$ cat src/rtl/definitions.sv
// Shared types for the load/store unit and its data-memory port.
//
// mem_in_s  : request bundle driven towards the data memory
//             (valid, wen, byte_not_word, write_data, yumi).
// mem_out_s : response bundle coming back from the data memory
//             (valid, read_data, yumi).
// lsu_state_e : sequencing states of the load/store unit.
package definitions;

  // Request side: yumi here acknowledges the memory's read response.
  typedef struct packed {
    logic        valid;
    logic        wen;
    logic        byte_not_word;
    logic [31:0] write_data;
    logic        yumi;
  } mem_in_s;

  // Response side: yumi here means the memory accepted our request.
  typedef struct packed {
    logic        valid;
    logic [31:0] read_data;
    logic        yumi;
  } mem_out_s;

  typedef enum logic [1:0] {
    IDLE,
    WAIT_RESP,
    DONE
  } lsu_state_e;

endpackage

$ cat src/rtl/lsu_load_align.sv
// Formats raw memory read data into the value handed back to the pipeline.
//
// Ports:
//   read_data     : raw 32-bit word from the memory response
//   byte_not_word : 1 = byte access, result comes from read_data[7:0]
//   sign_extend   : for byte loads, replicate bit 7 into the upper bits
//   is_store      : stores return zero
//   load_data     : formatted result
module lsu_load_align (
  input  logic [31:0] read_data,
  input  logic        byte_not_word,
  input  logic        sign_extend,
  input  logic        is_store,
  output logic [31:0] load_data
);

  // The memory returns the addressed byte in the low lane, so a byte load
  // only needs extension; the upper lanes of the response are don't-care.
  always_comb begin
    load_data = read_data;
    if (is_store) begin
      load_data = '0;
    end else if (byte_not_word) begin
      load_data = {{24{sign_extend & read_data[7]}}, read_data[7:0]};
    end
  end

endmodule

$ cat src/rtl/load_store_unit.sv
// Load/store unit: turns one pipeline memory request at a time into a
// valid/yumi handshake with the data memory, formats load results and
// counts completed loads and stores.
//
// Ports:
//   clk, reset          : clock and synchronous active-high reset
//   req_*_i             : pipeline request (valid, store, byte, signed, addr, wdata)
//   stall_o             : pipeline must hold the current request
//   done_o, err_o       : one-cycle completion pulse and rejection flag
//   load_data_o         : load result, valid with done_o
//   mem_port_flat_o     : packed mem_in_s towards the memory
//   mem_addr_o          : memory byte address (the request address)
//   mem_port_flat_i     : packed mem_out_s from the memory
//   load_count_o        : completed loads, wrapping
//   store_count_o       : completed stores, wrapping
module load_store_unit
  import definitions::*;
#(
  parameter int addr_width_p = 12
) (
  input  logic                        clk,
  input  logic                        reset,
  input  logic                        req_valid_i,
  input  logic                        req_store_i,
  input  logic                        req_byte_i,
  input  logic                        req_signed_i,
  input  logic [31:0]                 req_addr_i,
  input  logic [31:0]                 req_wdata_i,
  output logic                        stall_o,
  output logic                        done_o,
  output logic                        err_o,
  output logic [31:0]                 load_data_o,
  output logic [$bits(mem_in_s)-1:0]  mem_port_flat_o,
  output logic [31:0]                 mem_addr_o,
  input  logic [$bits(mem_out_s)-1:0] mem_port_flat_i,
  output logic [15:0]                 load_count_o,
  output logic [15:0]                 store_count_o
);

  lsu_state_e  state;
  logic        op_store;
  mem_in_s     mem_in;
  mem_out_s    mem_out;
  logic        addr_aligned;
  logic        addr_in_range;
  logic        req_legal;
  logic        issue;
  logic [31:0] aligned_data;

  assign mem_out         = mem_out_s'(mem_port_flat_i);
  assign mem_port_flat_o = mem_in;
  assign mem_addr_o      = req_addr_i;

  // Word accesses must be word aligned and every access must fall inside
  // the attached memory; anything else is rejected without touching it.
  assign addr_aligned  = req_byte_i || (req_addr_i[1:0] == 2'b00);
  assign addr_in_range = (req_addr_i >> addr_width_p) == 32'd0;
  assign req_legal     = addr_aligned && addr_in_range;
  assign issue         = !reset && (state == IDLE) && req_valid_i && req_legal;

  // Request fields pass straight through; valid and yumi are gated by state
  // and by reset so a reset mid-access never leaks a handshake.
  always_comb begin
    mem_in               = '0;
    mem_in.valid         = issue;
    mem_in.wen           = req_store_i;
    mem_in.byte_not_word = req_byte_i;
    mem_in.write_data    = req_wdata_i;
    mem_in.yumi          = !reset && (state == WAIT_RESP) && mem_out.valid;
  end

  always_comb begin
    stall_o = 1'b0;
    case (state)
      IDLE:      stall_o = req_valid_i;
      WAIT_RESP: stall_o = 1'b1;
      default:   stall_o = 1'b0;
    endcase
  end

  lsu_load_align u_align (
    .read_data     (mem_out.read_data),
    .byte_not_word (req_byte_i),
    .sign_extend   (req_signed_i),
    .is_store      (op_store),
    .load_data     (aligned_data)
  );

  // done_o/err_o/load_data_o are set on entry to DONE so they are plain
  // registers; counters advance on the edge that leaves DONE, and only
  // for accesses that actually reached the memory.
  always_ff @(posedge clk) begin
    if (reset) begin
      state         <= IDLE;
      op_store      <= 1'b0;
      done_o        <= 1'b0;
      err_o         <= 1'b0;
      load_data_o   <= '0;
      load_count_o  <= '0;
      store_count_o <= '0;
    end else begin
      case (state)
        IDLE: begin
          done_o <= 1'b0;
          err_o  <= 1'b0;
          if (req_valid_i && !req_legal) begin
            state       <= DONE;
            done_o      <= 1'b1;
            err_o       <= 1'b1;
            load_data_o <= '0;
          end else if (issue && mem_out.yumi) begin
            state    <= WAIT_RESP;
            op_store <= req_store_i;
          end
        end
        WAIT_RESP: begin
          if (mem_out.valid) begin
            state       <= DONE;
            done_o      <= 1'b1;
            err_o       <= 1'b0;
            load_data_o <= aligned_data;
          end
        end
        DONE: begin
          state  <= IDLE;
          done_o <= 1'b0;
          err_o  <= 1'b0;
          if (!err_o) begin
            if (op_store) begin
              store_count_o <= store_count_o + 16'd1;
            end else begin
              load_count_o <= load_count_o + 16'd1;
            end
          end
        end
        default: state <= IDLE;
      endcase
    end
  end

endmodule

$ cat config.mk
export PLATFORM = sky130hd
export DESIGN_NAME = load_store_unit
export DESIGN_NICKNAME = d
export VERILOG_FILES = /design/src/rtl/definitions.sv /design/src/rtl/lsu_load_align.sv /design/src/rtl/load_store_unit.sv
export SDC_FILE = /design/constraint.sdc
export NUM_CORES = 1
export LEC_CHECK = 0
export BUFFER_PORTS_ARGS = -buffer_cell sky130_fd_sc_hd__buf_4
export CAP_MARGIN = 20
export CORE_MARGIN = 2
export CORE_UTILIZATION = 39
export DETAILED_ROUTE_END_ITERATION = 7
export GPL_TIMING_DRIVEN = 1
export PLACE_DENSITY = 0.86
export SLEW_MARGIN = 0
export SYNTH_ARGS = -nofsm -noshare
export SYNTH_HDL_FRONTEND = slang
export SYNTH_SLANG_ARGS = --single-unit
export TNS_END_PERCENT = 20
$ cat constraint.sdc
create_clock -name clk -period 2.15 [get_ports clk]
set_clock_uncertainty 0.2 [all_clocks]
set_input_delay 0.3225 -clock clk [delete_from_list [all_inputs] [get_ports clk]]
set_output_delay 0.3225 -clock clk [all_outputs]
set_load 0.005 [all_outputs]
==> results by group, run 1 <==
Route
  – DR top layer: met4
  – Initial DRC count: 121
  – Via/cell ratio: 4.949
  – Routed WL: 9771 um
  – M1 wire length: 4034 um
  – WL met3: 553 um
  – WL/cell: 14.74 um
  – Remaining antenna violation count: 0
  – Met2 WL post-DR: 4988 um
  – DRC errors left: 0
  – DR pass1 iterations: 4
  – Vias after detailed routing: 3,281

Synthesis
  – Syn Inst Count: 427
  – Count of cell types in the netlist: 48
  – Primary FF master, synth: dfxtp_1
  – Flops & latches, synth: 69
  – Compound-Gate Fraction of Synth Area: 9.358%
  – Synth Area in XOR/XNOR: 4.020%
  – EDFF count, synth: 0
  – Cell area after synthesis: 3704 um2
  – Sequential cell area fraction in the yosys report: 37.30%
  – Async SR Flop Fraction: 0%
  – Largest family of logic cells by synthesized area: simple AND/OR/NAND/NOR gates
  – Syn_nets: 537
  – Mux cell area share after synthesis: 10.10%
  – Synthesized area per cell: 8.673 um2
  – Post-Synth Adder-Cell Area: 2.027%
  – YS warnings: 0
  – Simple-gate share of the synthesized area: 20.17%

Critical path
  – CP Launch Type: register
  – Crit Path Class: register to register
  – CP cell instances: inv_1, ha_1, buf_4, and4b_2, nand4_1, nor3_1, mux2_2
  – FF-to-FF path depth: 7
  – Crit Reg-Reg Endpoint: store_count_o[14]
  – Crit. End Element: register
  – WP data arrival: 2.06 ns
  – CP max stage cell: mux2_2
  – Max stage delay on crit path: 0.35 ns
  – R2R Setup Slk: 0.11 ns
  – Critical Path RT: 2.17 ns
  – Worst R2R Start: state[0]
  – CP max FO: 4

STA
  – Final hold slack: 0.03614 ns
  – Setup tns final: 0 ns
  – Fin. Hold Viols: 0
  – Relative slew slack: 72.88%
  – Max-slew violation count: 0
  – Final setup fails: 0
  – Worst slew pin tran: 0.4016 ns
  – RSZ-0062 raised after global routing: yes
  – Min Clock Period, post-route: 2.039 ns
  – Final worst setup slack: 0.1114 ns
  – Max Fclk: 490.5 MHz
  – Period Utilization, post-route: 94.82%

Place
  – Gpl congestion: 0.8319
  – Pre-CTS setup slack: -0.01357 ns
  – Port bufs: 154
  – Post-DP HPWL: 7635 um

Finish
  – Final nets: 640
  – Area Growth Syn to Fin: 31.25%
  – Final core utilization: 52.61%
  – Most frequent cells in the layout: buf_4, dfxtp_1, nand2_1, mux2i_1
  – Diodes inserted: 0
  – Commonest non-fill, non-tap cell in the layout: buf_4
  – Share of layout cells above drive strength 1: 39.33%

Worst hold path
  – WHS Path Cells: 3
  – Hold Path Class: input pin to register
  – Hold Path End: load_data_o[5]
  – Hold wc startpoint: mem_port_flat_i[6]

Die
  – Row Count: 35
  – Core area: 9240 um2
  – Die area: 10,290 um2
  – Chip Width: 101.5 um
  – I/O pins: 239
  – Initial core utilization: 40.08%
  – Die height: 101.5 um

Pwr
  – Pwr Density: 570.4 nW/um2
  – Standby leakage power: 2.160 nW
  – VDD IR max: 0.3252 mV
  – Total power: 2.773 mW

Clock network
  – H-Tree Depth: 3
  – Clock Tree Buf Depth: 2
  – Clock-pin slew of the registers on the worst-case setup and hold paths: 0.08 ns
  – CTS root buf: clkbuf_8
  – CTS sink count: 69
  – Num CTS Buffers: 9
  – Clock Latency Late Sink: 0.33 ns
  – Hold Buf Count CTS: 0
  – CTS tree: yes

Global route
  – Vias in the first global route: 3,099
  – Initial antenna violation count: 0
  – Largest net degree at the start of global routing: 33
  – First-pass GRT wire length: 14,550 um
  – Gr ovfl total: 0
  – GRT Resource Usage Total: 17.79%

Job
  – Max cap viols: 0

Status
  – Status: finished clean
## per-stage QoR
stage                     std cells  cell area, um2
after CTS                       662            4820
after global routing            663            4861
final                           663            4861
after global placement          647            4606
after detailed placement        647            4606
after floorplan                 427            3704
## critical path: cells and delay by family, from the launching register on
| family | cells | cell delay (ns) |
|---|---|---|
| muxes | 1 | 0.35 |
| buffers and inverters | 2 | 0.21 |
| and+or+nand+nor | 3 | 0.65 |
| adders and majority gates | 1 | 0.18 |
| DFF | 1 | 0.34 |
## layout make-up
| cell class | count | area [um2] |
|---|---|---|
| Multi-Input combinational cell | 263 | 1724 |
| Sequential cell | 69 | 1383 |
| Tap cell | 129 | 161.4 |
| Clock inverter | 4 | 72.57 |
| Clock buffer | 11 | 141.4 |
| Fill cell | 846 | 4379 |
| Timing Repair Buffer | 177 | 1341 |
| Inverter | 10 | 37.54 |
## per-layer routing
metal  GRT usage [%]  vias up
li1                -     1603
met1           22.15     1545
met2           29.29      110
met3           4.969       23
met4           6.757        0
met5               0        -
## power breakdown
part / switching [mW] / total, mW / leakage (nW) / internal [mW]
registers: 0.00806 / 1.29 / 0.557 / 1.29
logic: 0.144 / 0.323 / 1.50 / 0.179
clock network: 0.479 / 1.16 / 0.105 / 0.678
## cell usage after synthesis (2+ instances only)
library cell   n  share of area (%)
xor2_1         9                2.1
and3_1         5               0.84
nand3_1       13                1.8
nor2b_1        5               0.84
dfxtp_1       69                 37
o31ai_1        5                1.0
nor4_1         6                1.0
and4_1         2               0.47
mux2_2         2               0.61
o21ai_0       27                3.6
buf_4         67                 14
clkbuf_1      13                1.3
a21oi_1       10                1.4
nand4_1        7                1.2
inv_1         10                1.0
o21ai_1        2               0.27
buf_1          2               0.20
nor3_1         6               0.81
xnor2_1        8                1.9
nand2_1       56                5.7
mux2i_1       34                9.2
o211ai_1       3               0.61
or4_1          6                1.2
ha_1           6                2.0
or3_1          3               0.51
buf_6          3               0.91
nor2_1        27                2.7
## cells by family (layout without fill, tap and decap cells)
family | count (synthesis) | in the layout
simple gates | 147 | 147
buf+inv | 95 | 202
flops | 69 | 69
compound gates | 56 | 56
mux | 37 | 37
xor+xnor | 17 | 17
fa+ha+maj | 6 | 6
## state kept, by name, summed over array words and instances (netlist names)
name and count:
load_count_o 16, state 2, err_o 1, store_count_o 16, op_store 1, load_data_o 32, done_o 1
## worst max path at each step
| stage | start | end | slack (ns) |
|---|---|---|---|
| 2_1_floorplan | state[0] | store_count_o[15] | 0.04 |
| 3_3_place_gp | req_addr_i[13] | load_data_o[12] | 0.05 |
| 3_5_place_dp | req_addr_i[13] | load_data_o[18] | -0.01 |
| 4_1_cts | state[0] | store_count_o[15] | 0.05 |
| 5_1_grt | state[1] | mem_port_flat_o[35] | -0.004 |
| 6_report | state[0] | store_count_o[14] | 0.11 |
## timing repair
action / in CTS / in global routing
endpoints found under the setup margin: 0 / 42
setup buffers: 0 / 1
gates resized for setup: 0 / 7
No activity file was read; power rests on OpenSTA's default activity.
==> run 2, diff against run 1 <==
Settings changed: CORE_ASPECT_RATIO set to 0.75, CORE_UTILIZATION 39 to 40, CTS_BUF_LIST set to sky130_fd_sc_hd__clkbuf_2 sky130_fd_sc_hd__clkbuf_4 sky130_fd_sc_hd__clkbuf_8, PLACE_DENSITY 0.86 to 0.87.
==> results by group, run 2 (synthesis results as in run 1) <==
Status
  – Status: finished clean

Global route
  – First-pass GRT wire length: 15,260 um (+4.9%)
  – Gr ovfl total: 0 (unchanged)
  – Vias in the first global route: 3,359 (+8.4%)
  – Largest net degree at the start of global routing: 38 (+15%)
  – Initial antenna violation count: 0 (unchanged)
  – GRT Resource Usage Total: 19.12% (+1.3 points)

Place
  – Port bufs: 154 (unchanged)
  – Post-DP HPWL: 7358 um (-3.6%)
  – Gpl congestion: 0.8014 (-3.7%)

Finish
  – Commonest non-fill, non-tap cell in the layout: buf_4
  – Register area: 1381 um2 (about the same)
  – Max reg flops: 32 (unchanged)
  – Filler cells: 822 (-2.8%)
  – Top reg by flops: load_data_o
  – Top Registers: load_data_o x32, load_count_o x16, store_count_o x16
  – Share of layout cells above drive strength 1: 39.77% (+0.45 points)
  – Area Growth Syn to Fin: 30.30%
  – Diodes inserted: 0 (unchanged)
  – Final nets: 639 (-0.16%)
  – Most frequent cells in the layout: buf_4, dfxtp_1, nand2_1, mux2i_1
  – Multi-input gate area: 1735 um2 (+0.65%)
  – Final core utilization: 53.57% (+0.96 points)

Job
  – Max cap viols: 0 (unchanged)

Clock network
  – Clock Tree Buf Depth: 2 (unchanged)
  – H-Tree Depth: 3 (unchanged)
  – Clock-pin slew of the registers on the worst-case setup and hold paths: 0.08 ns (about the same)
  – CTS tree: yes
  – Hold Buf Count CTS: 0 (unchanged)
  – Num CTS Buffers: 9 (unchanged)
  – CTS root buf: clkbuf_8
  – CTS sink count: 69 (unchanged)
  – Clock Latency Late Sink: 0.34 ns (about the same)

Pwr
  – Standby leakage power: 2.143 nW (-0.80%)
  – Pwr Density: 561.1 nW/um2 (-1.6%)
  – VDD IR max: 0.2625 mV (-19%)
  – Total power: 2.708 mW (-2.3%)

STA
  – Fin. Hold Viols: 0 (unchanged)
  – Worst slew pin tran: 0.4305 ns (+0.02892 ns)
  – Relative slew slack: 70.92% (-2.0 points)
  – Final setup fails: 0 (unchanged)
  – Max Fclk: 472.9 MHz (-3.6%)
  – Min Clock Period, post-route: 2.115 ns (+0.07624 ns)
  – Max-slew violation count: 0 (unchanged)
  – RSZ-0062 raised after global routing: yes
  – Period Utilization, post-route: 98.36% (+3.5 points)

Route
  – WL/cell: 15.44 um (+4.8%)
  – Initial DRC count: 273 (+130%)
  – DRC errors left: 0 (unchanged)
  – Routed WL: 9960 um (+1.9%)
  – Remaining antenna violation count: 0 (unchanged)
  – Via/cell ratio: 5.270 (+6.5%)
  – Vias after detailed routing: 3,399 (+3.6%)
  – DR pass1 iterations: 5 (+1)

Die
  – Chip Width: 115.1 um (+13%)
  – Core area: 9009 um2 (-2.5%)
  – Row Count: 30 (-14%)
  – Die area: 10,050 um2 (-2.3%)
  – I/O pins: 239 (unchanged)
  – Initial core utilization: 41.11% (+1.0 points)
  – Die height: 87.33 um (-14%)

Critical path
  – CP Launch Type: register
  – Crit Path Class: register to register
  – Crit. End Element: register
  – WP data arrival: 2.15 ns (+0.09 ns)
  – CP max FO: 4 (unchanged)
  – Critical Path RT: 2.18 ns (about the same)

Worst hold path
  – Hold Path Class: input pin to register
## run 2: report_power, final
group	internal, mW	switching, mW
registers	1.28	0.00809
logic	0.178	0.147
clock network	0.565	0.525
total	2.03	0.680
## run 2: worst paths after layout
kind | startpoint | end | slack (ns) | cells past startpoint
worst max-delay path | state[0] | load_count_o[9] | 0.04 | 7
worst min-delay path | mem_port_flat_i[3] | load_data_o[2] | 0.03 | 3
worst max register to register | state[0] | load_count_o[9] | 0.04 | 7
worst min register to register | load_data_o[3] | load_data_o[3] | 0.27 | 2
## run 2: final cells by class
class                      count  share of cell area [%]
timing repair buffer         176                   27.64
sequential                    69                   28.62
tap                          112                   2.904
clock inverter                 5                   1.244
inverter                      10                  0.7778
multi-input combinational    263                   35.96
clock buffer                  10                   2.852
## run 2: worst max-delay path: stages (launching register included)
cell	delay, ns
dfxtp_1	0.35
inv_1	0.10
ha_2	0.20
buf_4	0.13
or3b_2	0.51
nor2_1	0.26
a31o_2	0.20
a21oi_1	0.05
## run 2: layer usage
layer,share of wire (%),global-route usage (%)
met1,40,21.47
met2,51,33.37
met4,1.6,7.229
met3,8.2,6.889
met5,0,0
## run 2: repair_timing
| action | in CTS | in global routing |
|---|---|---|
| pin swaps | 0 | 4 |
| setup endpoints to repair | 2 | 13 |
| buffers inserted | 0 | 3 |
| gates resized for setup | 2 | 7 |
## run 2: stage by stage
| stage | TNS (ns) | setup WS, ns | cells | hold slack, ns | cell area (um2) |
|---|---|---|---|---|---|
| final | 0 | 0.03521 | 645 | 0.02914 | 4826 |
| after global routing | -0.1306 | -0.04675 | 645 | 0.01664 | 4826 |
| after CTS | 0 | 0.00005485 | 642 | 0.01286 | 4771 |
| after detailed placement | -0.08272 | -0.03776 | 627 | 0.2552 | 4562 |
| after global placement | 0 | 0.04085 | 627 | 0.2460 | 4562 |
| after floorplan | 0 | 0.03950 | 427 | 0.2544 | 3704 |
